## src/rtl/ram_dma_engine_pkg.sv

```systemverilog
// Shared encodings for the RAM DMA engine: operation codes, FSM states and default widths.
package ram_dma_engine_pkg;

    localparam int AW_DEF = 10;
    localparam int DW_DEF = 32;

    typedef logic [1:0] op_t;
    typedef logic [1:0] state_t;

    localparam op_t OP_COPY = 2'd0;
    localparam op_t OP_FILL = 2'd1;
    localparam op_t OP_SUM  = 2'd2;
    localparam op_t OP_RSVD = 2'd3;

    localparam state_t ST_IDLE  = 2'd0;
    localparam state_t ST_READ  = 2'd1;
    localparam state_t ST_WRITE = 2'd2;
    localparam state_t ST_DONE  = 2'd3;

endpackage

```

## src/rtl/ram_dma_engine.sv

```systemverilog
// Bus initiator on the data-RAM port: block copy, block fill and wrapping 32-bit checksum.
module ram_dma_engine
    import ram_dma_engine_pkg::*;
#(
    parameter int AW = AW_DEF,
    parameter int DW = DW_DEF
) (
    input  logic          clk,
    input  logic          rst,
    input  logic          start,
    input  logic [1:0]    op,
    input  logic [AW-1:0] src_addr,
    input  logic [AW-1:0] dst_addr,
    input  logic [AW:0]   len,
    input  logic [DW-1:0] fill_data,
    input  logic          abort,
    output logic          busy,
    output logic          done,
    output logic [DW-1:0] result,
    output logic [AW:0]   count,
    output logic [AW-1:0] mem_addr,
    output logic          mem_we,
    output logic [DW-1:0] mem_din,
    input  logic [DW-1:0] mem_dout
);

    localparam logic [AW:0] ONE = (AW+1)'(1);

    state_t        state_q, state_d;
    op_t           op_q, op_d;
    logic [AW-1:0] src_q, src_d, dst_q, dst_d;
    logic [AW:0]   len_q, len_d, idx_q, idx_d, count_q, count_d;
    logic [DW-1:0] fill_q, fill_d, data_q, data_d, result_q, result_d;
    logic [AW:0]   idx_next;
    logic          last;

    assign idx_next = idx_q + ONE;
    assign last     = (idx_next == len_q);

    always_comb begin
        state_d  = state_q;
        op_d     = op_q;
        src_d    = src_q;
        dst_d    = dst_q;
        len_d    = len_q;
        fill_d   = fill_q;
        idx_d    = idx_q;
        count_d  = count_q;
        data_d   = data_q;
        result_d = result_q;
        case (state_q)
            ST_IDLE: begin
                if (start) begin
                    op_d    = op;
                    src_d   = src_addr;
                    dst_d   = dst_addr;
                    len_d   = len;
                    fill_d  = fill_data;
                    idx_d   = '0;
                    count_d = '0;
                    if (op == OP_SUM) result_d = '0;
                    if (len == '0 || op == OP_RSVD) state_d = ST_DONE;
                    else if (op == OP_FILL)         state_d = ST_WRITE;
                    else                            state_d = ST_READ;
                end
            end
            ST_READ: begin
                data_d = mem_dout;
                if (op_q == OP_SUM) begin
                    result_d = result_q + mem_dout;
                    idx_d    = idx_next;
                    count_d  = count_q + ONE;
                    state_d  = (last || abort) ? ST_DONE : ST_READ;
                end else begin
                    // An aborted copy read is dropped: the word never reaches WRITE.
                    state_d = abort ? ST_DONE : ST_WRITE;
                end
            end
            ST_WRITE: begin
                idx_d   = idx_next;
                count_d = count_q + ONE;
                if (last || abort)       state_d = ST_DONE;
                else if (op_q == OP_COPY) state_d = ST_READ;
                else                      state_d = ST_WRITE;
            end
            default: state_d = ST_IDLE;
        endcase
    end

    always_ff @(posedge clk or negedge rst) begin
        if (!rst) begin
            state_q  <= ST_IDLE;
            op_q     <= OP_COPY;
            src_q    <= '0;
            dst_q    <= '0;
            len_q    <= '0;
            fill_q   <= '0;
            idx_q    <= '0;
            count_q  <= '0;
            data_q   <= '0;
            result_q <= '0;
        end else begin
            state_q  <= state_d;
            op_q     <= op_d;
            src_q    <= src_d;
            dst_q    <= dst_d;
            len_q    <= len_d;
            fill_q   <= fill_d;
            idx_q    <= idx_d;
            count_q  <= count_d;
            data_q   <= data_d;
            result_q <= result_d;
        end
    end

    // Bus outputs decode only registered state, so reset silences the port at once.
    always_comb begin
        mem_addr = '0;
        mem_din  = '0;
        if (state_q == ST_READ) begin
            mem_addr = src_q + idx_q[AW-1:0];
        end else if (state_q == ST_WRITE) begin
            mem_addr = dst_q + idx_q[AW-1:0];
            mem_din  = (op_q == OP_COPY) ? data_q : fill_q;
        end
    end

    assign mem_we = (state_q == ST_WRITE);
    assign busy   = (state_q == ST_READ) || (state_q == ST_WRITE);
    assign done   = (state_q == ST_DONE);
    assign result = result_q;
    assign count  = count_q;

endmodule

```

## config.mk

```make
export PLATFORM = sky130hd
export DESIGN_NAME = ram_dma_engine
export DESIGN_NICKNAME = d
export VERILOG_FILES = /design/src/rtl/ram_dma_engine_pkg.sv /design/src/rtl/ram_dma_engine.sv
export SDC_FILE = /design/constraint.sdc
export NUM_CORES = 1
export LEC_CHECK = 0
export CORE_MARGIN = 2
export CORE_UTILIZATION = 47
export CTS_CLUSTER_SIZE = 14
export DETAILED_ROUTE_END_ITERATION = 8
export PLACE_DENSITY_LB_ADDON = 0.08
export SLEW_MARGIN = 20
export SYNTH_ARGS = -nofsm -noshare
export SYNTH_HDL_FRONTEND = slang
export SYNTH_SLANG_ARGS = --single-unit
```

## constraint.sdc

```tcl
create_clock -name clk -period 2.6 [get_ports clk]
set_input_delay 0.52 -clock clk [delete_from_list [all_inputs] [get_ports clk]]
set_output_delay 0.52 -clock clk [all_outputs]
set_load 0.02 [all_outputs]
```

==> results.md, run 1 <==
* Routed WL at 27,900 um
* RR Endpoint: result[20]$_DFFE_PN0P_
* Seq pwr share at 27.2%
* H-Tree Depth at 4
* Pin count of the biggest net entering global routing at 66
* Leak Pwr at 6.11 nW
* Clock Skew at 0.0113 ns
* Clk slew on worst S/H paths at 0.07 ns
* CP Launch Point: idx_q[0]$_DFFE_PN0P_
* Syn Nets at 1,118
* Die Ht at 144 um
* Gate power share at 54.7%
* Drt pass-1 iters at 5
* Distinct cells, synth at 73
* Die X at 144 um
* #FFs+latches synth at 153
* Net Sw Power at 6.07 mW
* IO Port Bufs at 188
* Via Count at 8,370
* Clock share of power at 18.0%
* Slew Limit Fails at 0
* Finished Cell Area at 13,600 um2
* Dpl hpwl at 19,900 um
* Peak VDD IR at 0.559 mV
* Metal2 WL at 13,000 um
* Max Buffers Root-to-Sink at 2
* Overall Power at 14.9 mW
* CTS tree: built
* Vias in the first global route at 8,341
* Final Hold Vio Count at 0
* DR DRC count at 0
* Cts bufs inserted at 17
* Worst Setup Path Type: reg2out
* Internal Power at 8.81 mW
* Arr. time, crit path at 2.74 ns
* Initial Util at 47.8%
* Worst rel slew slack at 36.3%
* Switching portion of total power at 40.8%
* Gpl congestion at 0.912
* DR WL/cell at 18.1 um
* Routed Antenna Nets at 0
* Final period utilization at 125%
* Initial antenna violation count at 1
* Worst R2R Setup Slack at -0.02 ns
* Final worst path period need at 3.26 ns
* Clock Latency Late Sink at 0.43 ns
* Final Worst Setup Slack at -0.658 ns
* Post-synth EDFFs at 0
* Number of I/O pins at 189
* Hold WC Path Type: in2async
* Grt total ovfl at 0
* DR iter-0 viols at 486
* Final setup vio count at 9
* Worst Hold Margin at 0.0159 ns
* Post-synth top flop: dfrtp_1
* CP startpoint kind: flip-flop
* Power Dens Cells at 1090 nW/um2
* Syn Inst Count at 959
* Rows at 51
* Diodes inserted at 0
* Dpl ws at -0.730 ns
* Root Driver: clkbuf_16
* Die ar. at 20,900 um2
* Fraction of registers with async set/reset at 100%
* CTS sink cnt at 153
* Share of layout cells above drive strength 1 at 32.0%
* Worst slew pin tran at 0.955 ns
* Met3 Routed Length at 1720 um
* RSZ-0062 raised after global routing: true
* Seq/Total Area, Yosys at 41.3%
* Critical path peak fanout at 3
* Mapped Avg Cell Area at 9.67 um2
* Worst Setup End Kind: output pin
* Placement Cell Area at 12,400 um2
* Final Non-Filler Cells at 1,545
* Status: finished, violations left
* # placed instances at 1,499
* Reg2Reg Depth at 10
* Max layer used: met4
* Core area at 19,400 um2
* Layout area overhead at 46.6%
* Final Net Count at 1,426
* DRT met1 WL at 12,800 um
* Synth warn at 0
* Via density at 5.42
* Worst Path Required at 2.08 ns
* Fmax at 0.307 GHz
* GRT Overall Usage at 26.7%
* First-pass GRT wire length at 43,200 um
* Mapped cell area at 9270 um2
* Failing checks: negative setup slack
* RR Startpoint: result[0]$_DFFE_PN0P_
* Max Cap Viol at 0
area by class of cell:
cell class | instances | area, um2
clock buffers | 17 | 425
clock inverters | 15 | 201
fillers | 1561 | 5810
inverters | 25 | 93.8
multi-input cells | 736 | 5720
flip-flops and latches | 153 | 3830
well taps | 265 | 332
repair buffers | 334 | 2990
power by group through the flow:
stage / sequential (mW) / combinational [mW] / clock (mW)
3_5_place_dp: 4.05 / 7.53 / 0
2_1_floorplan: 4.04 / 4.49 / 0
3_3_place_gp: 4.00 / 7.42 / 0
5_1_grt: 4.18 / 8.86 / 2.83
6_report: 4.05 / 8.15 / 2.69
4_1_cts: 4.03 / 7.68 / 2.72
worst max-delay path by stage:
stage / endpoint / depth (start not counted)
3_3_place_gp: result[20]$_DFFE_PN0P_ / 11
4_1_cts: mem_addr[8] / 11
2_1_floorplan: mem_addr[9] / 9
6_report: mem_addr[8] / 12
3_5_place_dp: mem_addr[8] / 11
5_1_grt: mem_addr[8] / 11
critical path, stage by stage, from the launching register on:
cell      delay (ns)
dfrtp_2         0.43
ha_4            0.16
inv_2           0.04
fa_2            0.35
nor2b_1         0.16
o21ai_1         0.13
a21oi_2         0.22
o21ai_2         0.08
a21oi_1         0.17
o21ai_1         0.11
a211oi_1        0.19
nand3b_1        0.15
buf_6           0.12
flip-flops by register name, indices dropped and copies added, names as in the netlist:
name	cells
dst_q	10
op_q	2
result	32
fill_q	32
src_q	10
state_q	2
count	11
idx_q	11
len_q	11
data_q	32
through the flow:
stage,TNS [ns],utilization (%)
finish,-3.02,70.1
global route,-4.14,70.1
CTS,-2.46,68.0
detailed placement,-14.11,63.9
global placement,-12.83,63.9
floorplan,-1.13,-
layer usage:
layer | GRT usage, % | vias to the layer above
li1 | - | 4039
met1 | 36.4 | 4079
met2 | 43.1 | 224
met3 | 6.39 | 28
met4 | 6.54 | 0
met5 | 0 | -
synth_stat cells (4+ instances only):
cell type | count | area share [%]
or3_1 | 6 | 0.40
and3_1 | 13 | 0.88
inv_1 | 25 | 1.0
or2_2 | 5 | 0.34
nand2_1 | 168 | 6.8
a31oi_1 | 5 | 0.34
dfrtp_1 | 153 | 41
nor3b_1 | 4 | 0.32
ha_1 | 55 | 7.4
nand4_1 | 4 | 0.27
nor3_1 | 10 | 0.54
o21bai_1 | 10 | 0.81
o31ai_1 | 16 | 1.3
a211oi_1 | 8 | 0.65
mux2_2 | 96 | 12
xnor2_1 | 31 | 2.9
nand3_1 | 12 | 0.65
o22ai_1 | 5 | 0.34
nand2b_1 | 6 | 0.40
a21oi_1 | 77 | 4.2
nor2_1 | 28 | 1.1
o21a_1 | 5 | 0.40
nor4_1 | 4 | 0.27
clkbuf_1 | 38 | 1.5
o21ai_0 | 64 | 3.5
a21o_1 | 17 | 1.4
xor2_1 | 25 | 2.4
mux2i_1 | 4 | 0.43
cells by family after synthesis:
logic type	count (synthesis)	synth area share (%)
buf+inv	70	3.21
fa+ha+maj	58	8.07
flops	153	41.3
xor+xnor	56	5.29
compound gates	242	16.2
simple gates	280	13.8
mux	100	12.1
repair_timing:
| action | CTS | global route |
|---|---|---|
| hold buffers | 0 | 0 |
| buffers inserted | 4 | 10 |
| resized for setup | 163 | 100 |
| pin swaps | 26 | 26 |
| setup endpoints to repair | 56 | 61 |
cell usage in the layout, fill, tap and decap left out, drive strengths merged, types with 4 or more instances in the layout:
cell type / netlist / routed
a2111oi: 4 / 4
a211oi: 10 / 10
a21o: 17 / 17
a21oi: 78 / 78
a31oi: 5 / 5
and3: 13 / 13
buf: 4 / 161
clkbuf: 40 / 29
clkdlybuf4s15: 0 / 14
clkdlybuf4s50: 1 / 131
dfrtp: 153 / 153
dlymetal6s2s: 0 / 13
ha: 55 / 55
inv: 25 / 34
mux2: 96 / 96
mux2i: 4 / 4
nand2: 168 / 168
nand2b: 6 / 6
nand3: 13 / 13
nand4: 4 / 4
nor2: 29 / 29
nor3: 10 / 10
nor3b: 4 / 4
nor4: 4 / 4
o21a: 5 / 5
o21ai: 68 / 68
o21bai: 10 / 10
o22ai: 5 / 5
o31ai: 17 / 17
or2: 6 / 6
or3: 7 / 7
xnor2: 31 / 31
xor2: 25 / 25
(Power assumes the default switching activity.)
==> run 2, diff against run 1 <==
--- a/config.mk
+++ b/config.mk
@@ -5,6 +5,7 @@
 export SDC_FILE = /design/constraint.sdc
 export NUM_CORES = 1
 export LEC_CHECK = 0
+export ABC_AREA = 1
 export CORE_MARGIN = 2
 export CORE_UTILIZATION = 47
 export CTS_CLUSTER_SIZE = 14
==> run 2 against run 1 <==
The run still ends with negative setup slack left. Final cell count up 13%. Worst hold slack improved by 0.0061 ns. Global-route usage grew 0.74 points. Utilization shrank 1.9 points. Non-clock buffer count shrank 5. Synthesized cell count grew 20%. Sequential power is essentially flat. Clock skew rose by 0.00073 ns. Sequential cell count stayed put. Fmax up 6.5%. Clock power shrank 3%. Die area is 0.71% higher. Critical path type unchanged.
==> results.md, run 2 <==
* Status: finished, violations left
* Failing checks: negative setup slack
* Share of layout cells above drive strength 1 at 23.7% (-8.4 points)
* Max Cap Viol at 0 (unchanged)
* Via density at 5.23 (-3.4%)
* Root Driver: clkbuf_16
* Via Count at 9,131 (+9.1%)
* Routed WL at 29,000 um (+3.8%)
* Initial antenna violation count at 1 (unchanged)
* Post-synth EDFFs at 0 (unchanged)
* Hold WC Path Type: in2async
* CP delay by family, top: simple AND/OR/NAND/NOR gates
* Worst Hold Margin at 0.0219 ns (+0.00608 ns)
* CTS sink cnt at 153 (unchanged)
* Die Ht at 145 um (+0.35%)
* Final worst path period need at 3.06 ns (-0.198 ns)
* Finished Cell Area at 13,300 um2 (-2.4%)
* Slew Limit Fails at 0 (unchanged)
* Initial Util at 48.0% (+0.19 points)
* RR Startpoint: idx_q[0]$_DFFE_PN0P_
* Hold Buf Count CTS at 0 (unchanged)
* Final Net Count at 1,625 (+14%)
* Worst Setup Path Type: reg2out
* Count leader, synth: nand2_1
* Clock Latency Late Sink at 0.44 ns (about the same)
* Clock Skew at 0.0121 ns (+0.000734 ns)
* DR WL/cell at 16.6 um (-8.1%)
* Number of I/O pins at 189 (unchanged)
* Commonest non-fill, non-tap cell in the layout: nand2_1
* Drt pass-1 iters at 5 (unchanged)
* Setup TNS at -1.97 ns (+1.05 ns)
* Commonest non-fill, non-tap cells in the layout: 249 x nand2_1, 151 x dfrtp_1, 145 x clkdlybuf4s50_1, 135 x buf_4, 124 x o21ai_0
* Worst Setup End Kind: output pin
* Distinct cells, synth at 49 (-33%)
* Seq/Total Area, Yosys at 41.0% (-0.30 points)
* Vias in the first global route at 8,875 (+6.4%)
* Core area at 19,500 um2 (+0.33%)
* Yosys top cell by area: dfrtp_1
* Post-synth top flop: dfrtp_1
* Fmax at 0.327 GHz (+6.5%)
* CTS tree: built
* Clk slew on worst S/H paths at 0.07 ns (about the same)
* Die ar. at 21,000 um2 (+0.71%)
* RSZ-0062 raised after global routing: true
* Mapped Avg Cell Area at 8.10 um2 (-16%)
* Syn Inst Count at 1,153 (+20%)
* Critical path peak fanout at 3 (unchanged)
* Worst rel slew slack at 65.0% (+29 points)
* CP Launch Point: idx_q[0]$_DFFE_PN0P_
* Gpl congestion at 0.936 (+2.6%)
* Synth warn at 0 (unchanged)
* IO Port Bufs at 188 (unchanged)
* Grt total ovfl at 0 (unchanged)
* Max Buffers Root-to-Sink at 2 (unchanged)
* Placement Cell Area at 12,400 um2 (+0.44%)
* CP Cell Sequence: ha_4 > fa_2 > nand3_2 > nand3_2 > nand2_2 > nand2_1 > a21oi_2 > nor2_1 > o21ai_1 > nand2_1 > a21oi_2 > o21ai_1 > nand2_2 > buf_6
* Pin count of the biggest net entering global routing at 63 (-4.5%)
* CP startpoint kind: flip-flop
* Die X at 145 um (+0.35%)
* Layout area overhead at 42.1%
* Final Worst Setup Slack at -0.460 ns (+0.198 ns)
* Rows at 51 (unchanged)
* Mapped cell area at 9340 um2 (+0.73%)
* GRT Overall Usage at 27.4% (+0.74 points)
* Final Hold Vio Count at 0 (unchanged)
* Worst Path Required at 2.08 ns (about the same)
* Ranking of synthesized cells by area: dfrtp_1 41%, nand2_1 10%, ha_1 7.4%, o21ai_0 7.2%, mux2_2 6.5%
* Fraction of registers with async set/reset at 100% (unchanged)
* DR DRC count at 0 (unchanged)
* Dpl hpwl at 21,500 um (+8.4%)
* Routed Antenna Nets at 0 (unchanged)
* First-pass GRT wire length at 46,100 um (+6.6%)
* Worst slew pin tran at 0.524 ns (-0.431 ns)
* CP peak stage delay at 0.45 ns (+0.02 ns)
* Critical path buffer and inverter count at 1 (-1)
* Final core occ at 68.2% (-1.9 points)
* Commonest cells in the netlist: 260 x nand2_1, 153 x dfrtp_1, 135 x o21ai_0
* DR iter-0 viols at 567 (+17%)
* H-Tree Depth at 4 (unchanged)
* Final setup vio count at 7 (-2)
* Cts bufs inserted at 17 (unchanged)
* Arr. time, crit path at 2.54 ns (-0.20 ns)
* CP max-delay cell: dfrtp_2
* Power Dens Cells at 1170 nW/um2 (+7.0%)
* Leak Pwr at 6.35 nW (+4.0%)
* #FFs+latches synth at 153 (unchanged)
* Synth top area share at 41.0% (-0.30 points)
* Final period utilization at 118% (-7.6 points)
* Peak VDD IR at 0.559 mV (about the same)
* Syn Nets at 1,312 (+17%)
* Dpl ws at -0.642 ns (+0.0878 ns)
## run 2: cell count changes after synthesis, moves of 10 or more
cell / delta
mux2_2: -42
and3_1: -13
nand3_1: +47
xor2_1: -19
nand2_1: +92
a21o_1: -13
a21oi_1: +34
o21ai_0: +71
o31ai_1: -13
inv_1: +84
xnor2_1: -24
nor2_1: +43
clkbuf_1: -10
## run 2: cell families (layout without fill, tap and decap cells)
group / count (synthesis) / after routing / share of synthesized area, %
muxes: 55 / 55 / 6.62
DFF: 153 / 153 / 41.0
and+or+nand+nor: 438 / 438 / 20.6
other: 0 / 1 / 0
buffers and inverters: 149 / 475 / 6.22
adders and majority gates: 58 / 58 / 8.01
AOI/OAI and AO/OA: 287 / 287 / 16.3
xor gates and xnor gates: 13 / 13 / 1.22
## run 2: where the power goes
part / switching [mW] / internal, mW / total (mW)
logic: 5.01 / 3.89 / 8.91
clock network: 1.16 / 1.46 / 2.62
registers: 0.626 / 3.39 / 4.02
## run 2: final timing paths
check,endpoint,slack (ns),cells after the start
worst max-delay path,mem_addr[8],-0.46,14
worst min-delay path,result[5]$_DFFE_PN0P_,0.02,1
worst max register to register,state_q[1]$_DFFE_PN0N_,0.20,16
worst min register to register,fill_q[12]$_DFFE_PN0P_,0.50,1
max in group asynchronous,idx_q[1]$_DFFE_PN0P_,1.78,2
min in group clk,fill_q[12]$_DFFE_PN0P_,0.50,1
## run 2: what timing repair did
item / in CTS / in global routing
setup buffers: 7 / 5
gates cloned: 1 / 1
endpoints found under the setup margin: 41 / 43
resized for setup: 184 / 56
pin swaps: 18 / 5
## run 2: layer usage
layer | wire [um] | global-route usage, %
met1 | 13400 | 37.5
met2 | 13300 | 44.4
met3 | 1900 | 6.86
met4 | 347 | 5.84
met5 | 0 | 0
## run 2: through the flow
step | power (mW) | std cells
5_1_grt | 16.6 | 1744
4_1_cts | 15.3 | 1738
3_5_place_dp | 12.5 | 1699
3_3_place_gp | 12.3 | 1699
6_report | 15.5 | 1745
2_1_floorplan | 8.75 | 1153
## run 2: layout make-up
type,instances,area [um2]
repair buffers,329,2920
multi-input cells,851,5160
fillers,1650,6190
flip-flops and latches,153,3830
clock buffers,17,425
inverters,114,428
diodes,1,2.50
well taps,265,332
clock inverters,15,175
==> run 3, diff against run 2 <==
--- a/config.mk
+++ b/config.mk
@@ -6,8 +6,10 @@
 export NUM_CORES = 1
 export LEC_CHECK = 0
 export ABC_AREA = 1
+export CELL_PAD_IN_SITES_DETAIL_PLACEMENT = 1
+export CELL_PAD_IN_SITES_GLOBAL_PLACEMENT = 2
 export CORE_MARGIN = 2
-export CORE_UTILIZATION = 47
+export CORE_UTILIZATION = 27
 export CTS_CLUSTER_SIZE = 14
 export DETAILED_ROUTE_END_ITERATION = 8
 export PLACE_DENSITY_LB_ADDON = 0.08
==> run 3 against run 2 <==
The flow still finishes with violations (negative setup slack). Via count up 1.7%. Register-to-register slack better by 0.07 ns. Die area up 72%. Clock skew down 0.0060 ns. Routed wire length up 24%. Utilization down 28 points. Final cell count up 13%. First-iteration DRC count down 37%. Worst hold slack better by 0.48 ns. Clock-buffer cell count up 1.
==> results.md, run 3 (synthesis gave the netlist of run 2 again) <==
* Status: finished, violations left
* Failing checks: negative setup slack
* Final Hold Vio Count at 0 (unchanged)
* # placed instances at 1,918 (+13%)
* Hold WC Path Type: reg2reg
* CP Launch Point: idx_q[0]$_DFFE_PN0P_
* Via density at 4.71 (-9.9%)
* H-Tree Depth at 4 (unchanged)
* Layout area overhead at 49.0%
* Max Buffers Root-to-Sink at 2 (unchanged)
* Dpl hpwl at 27,200 um (+26%)
* DR WL/cell at 18.2 um (+9.4%)
* Die X at 190 um (+31%)
* # fillers at 4,081 (+150%)
* Root Driver: clkbuf_16
* Routed Antenna Nets at 0 (unchanged)
* Worst Path Required at 2.08 ns (about the same)
* Worst rel slew slack at 58.4% (-6.6 points)
* Slew Limit Fails at 0 (unchanged)
* Peak VDD IR at 0.514 mV (-7.9%)
* Pin count of the biggest net entering global routing at 67 (+6.3%)
* Core area at 34,300 um2 (+76%)
* RSZ-0062 raised after global routing: true
* Worst slew pin tran at 0.624 ns (+0.100 ns)
* Vias in the first global route at 9,947 (+12%)
* Worst Hold Margin at 0.501 ns (+0.479 ns)
* Final worst path period need at 3.08 ns (+0.0217 ns)
* Max Cap Viol at 0 (unchanged)
* Arr. time, crit path at 2.56 ns (+0.02 ns)
* Power Dens Cells at 1160 nW/um2 (-0.73%)
* Share of layout cells above drive strength 1 at 26.4% (+2.7 points)
* Rows at 68 (+33%)
* Clock Latency Late Sink at 0.44 ns (about the same)
* Commonest non-fill, non-tap cells in the layout: 247 x nand2_1, 172 x buf_4, 148 x dfrtp_1, 144 x clkdlybuf4s50_1, 120 x o21ai_0
* Grt total ovfl at 0 (unchanged)
* Final Net Count at 1,658 (+2.0%)
* Leak Pwr at 6.51 nW (+2.5%)
* CTS tree: built
* Worst Setup End Kind: output pin
* Gpl congestion at 0.846 (-9.6%)
* Final Worst Setup Slack at -0.482 ns (-0.0217 ns)
* Final setup vio count at 8 (+1)
* Clock Skew at 0.00605 ns (-0.00603 ns)
* DR DRC count at 0 (unchanged)
* CTS sink cnt at 153 (unchanged)
* Via Count at 9,286 (+1.7%)
* Initial Util at 27.2% (-21 points)
* Final Non-Filler Cells at 1,970 (+13%)
* Cts bufs inserted at 17 (unchanged)
* DR iter-0 viols at 355 (-37%)
* Worst hold start: fill_q[27]$_DFFE_PN0P_
* Routed WL at 35,800 um (+24%)
* First-pass GRT wire length at 55,700 um (+21%)
* IO Port Bufs at 188 (unchanged)
* Number of I/O pins at 189 (unchanged)
* Drt pass-1 iters at 4 (-1)
* Die ar. at 36,100 um2 (+72%)
* Critical path peak fanout at 3 (unchanged)
* Final period utilization at 119% (+0.83 points)
* Initial antenna violation count at 3 (+2)
* GRT Overall Usage at 20.1% (-7.4 points)
* Clk slew on worst S/H paths at 0.07 ns (about the same)
* Die Ht at 190 um (+31%)
* CP startpoint kind: flip-flop
* Worst Setup Path Type: reg2out
* RR Startpoint: idx_q[4]$_DFFE_PN0P_
* Fmax at 0.325 GHz (-0.70%)
* Commonest non-fill, non-tap cell in the layout: nand2_1
-- run 3: power by group --
| group | switching, mW | internal (mW) |
|---|---|---|
| Sequential | 0.653 | 3.40 |
| Clock | 1.13 | 1.34 |
| Combinational | 5.40 | 4.25 |
-- run 3: worst max-delay path, cell delays in order (launching register included) --
cell	delay, ns
dfrtp_2	0.40
ha_2	0.20
inv_2	0.06
fa_2	0.39
nor2_4	0.12
o21ai_2	0.07
nand2_2	0.08
nand2_2	0.06
nand2_2	0.08
a21oi_4	0.07
buf_4	0.14
inv_1	0.05
o21ai_1	0.06
o21ai_1	0.17
buf_4	0.17
-- run 3: final timing paths --
| path | endpoint | slack, ns | cells after the start |
|---|---|---|---|
| max reg2reg | state_q[1]$_DFFE_PN0N_ | 0.27 | 18 |
| min in group asynchronous | result[3]$_DFFE_PN0P_ | 0.56 | 2 |
| min reg2reg | fill_q[27]$_DFFE_PN0P_ | 0.50 | 1 |
| max in group asynchronous | idx_q[2]$_DFFE_PN0P_ | 1.18 | 3 |
| min | fill_q[27]$_DFFE_PN0P_ | 0.50 | 1 |
| max | mem_addr[6] | -0.48 | 14 |
-- run 3: final cells by class --
cell class / instances / area [um2] / area share (%)
multi-input combinational: 851 / 5300 / 38.1
tap: 455 / 569 / 4.09
sequential: 153 / 3830 / 27.6
inverter: 114 / 430 / 3.09
clock buffer: 18 / 439 / 3.16
antenna: 3 / 7.51 / 0.0540
timing repair buffer: 362 / 3200 / 23.0
clock inverter: 14 / 124 / 0.891
-- run 3: timing repair --
| item | in CTS | in global routing |
|---|---|---|
| hold buffers | 1 | 0 |
| hold endpoints to repair | 14 | 0 |
| pin swaps | 14 | 23 |
| setup buffers | 11 | 7 |
| endpoints found under the setup margin | 42 | 40 |
| gates resized for setup | 215 | 55 |
| gates cloned | 0 | 1 |
-- run 3: per-stage QoR --
step	util [%]	instance area [um2]	total power, mW	setup slack, ns	setup TNS, ns
after CTS	39.9	13700	16.0	-0.509	-2.19
after global placement	37.7	12900	13.1	-0.607	-5.18
after detailed placement	37.7	12900	13.2	-0.649	-5.86
final	40.6	13900	16.2	-0.482	-1.87
after global routing	40.6	13900	17.5	-0.673	-2.87
after floorplan	-	9340	8.75	0.0313	0
-- run 3: layer usage --
| layer | vias up | global-route usage, % | wire length [um] |
|---|---|---|---|
| li1 | 4577 | - | - |
| met1 | 4529 | 27.3 | 17300 |
| met2 | 161 | 32.2 | 16200 |
| met3 | 19 | 4.54 | 1850 |
| met4 | 0 | 5.43 | 428 |
| met5 | - | 0 | 0 |
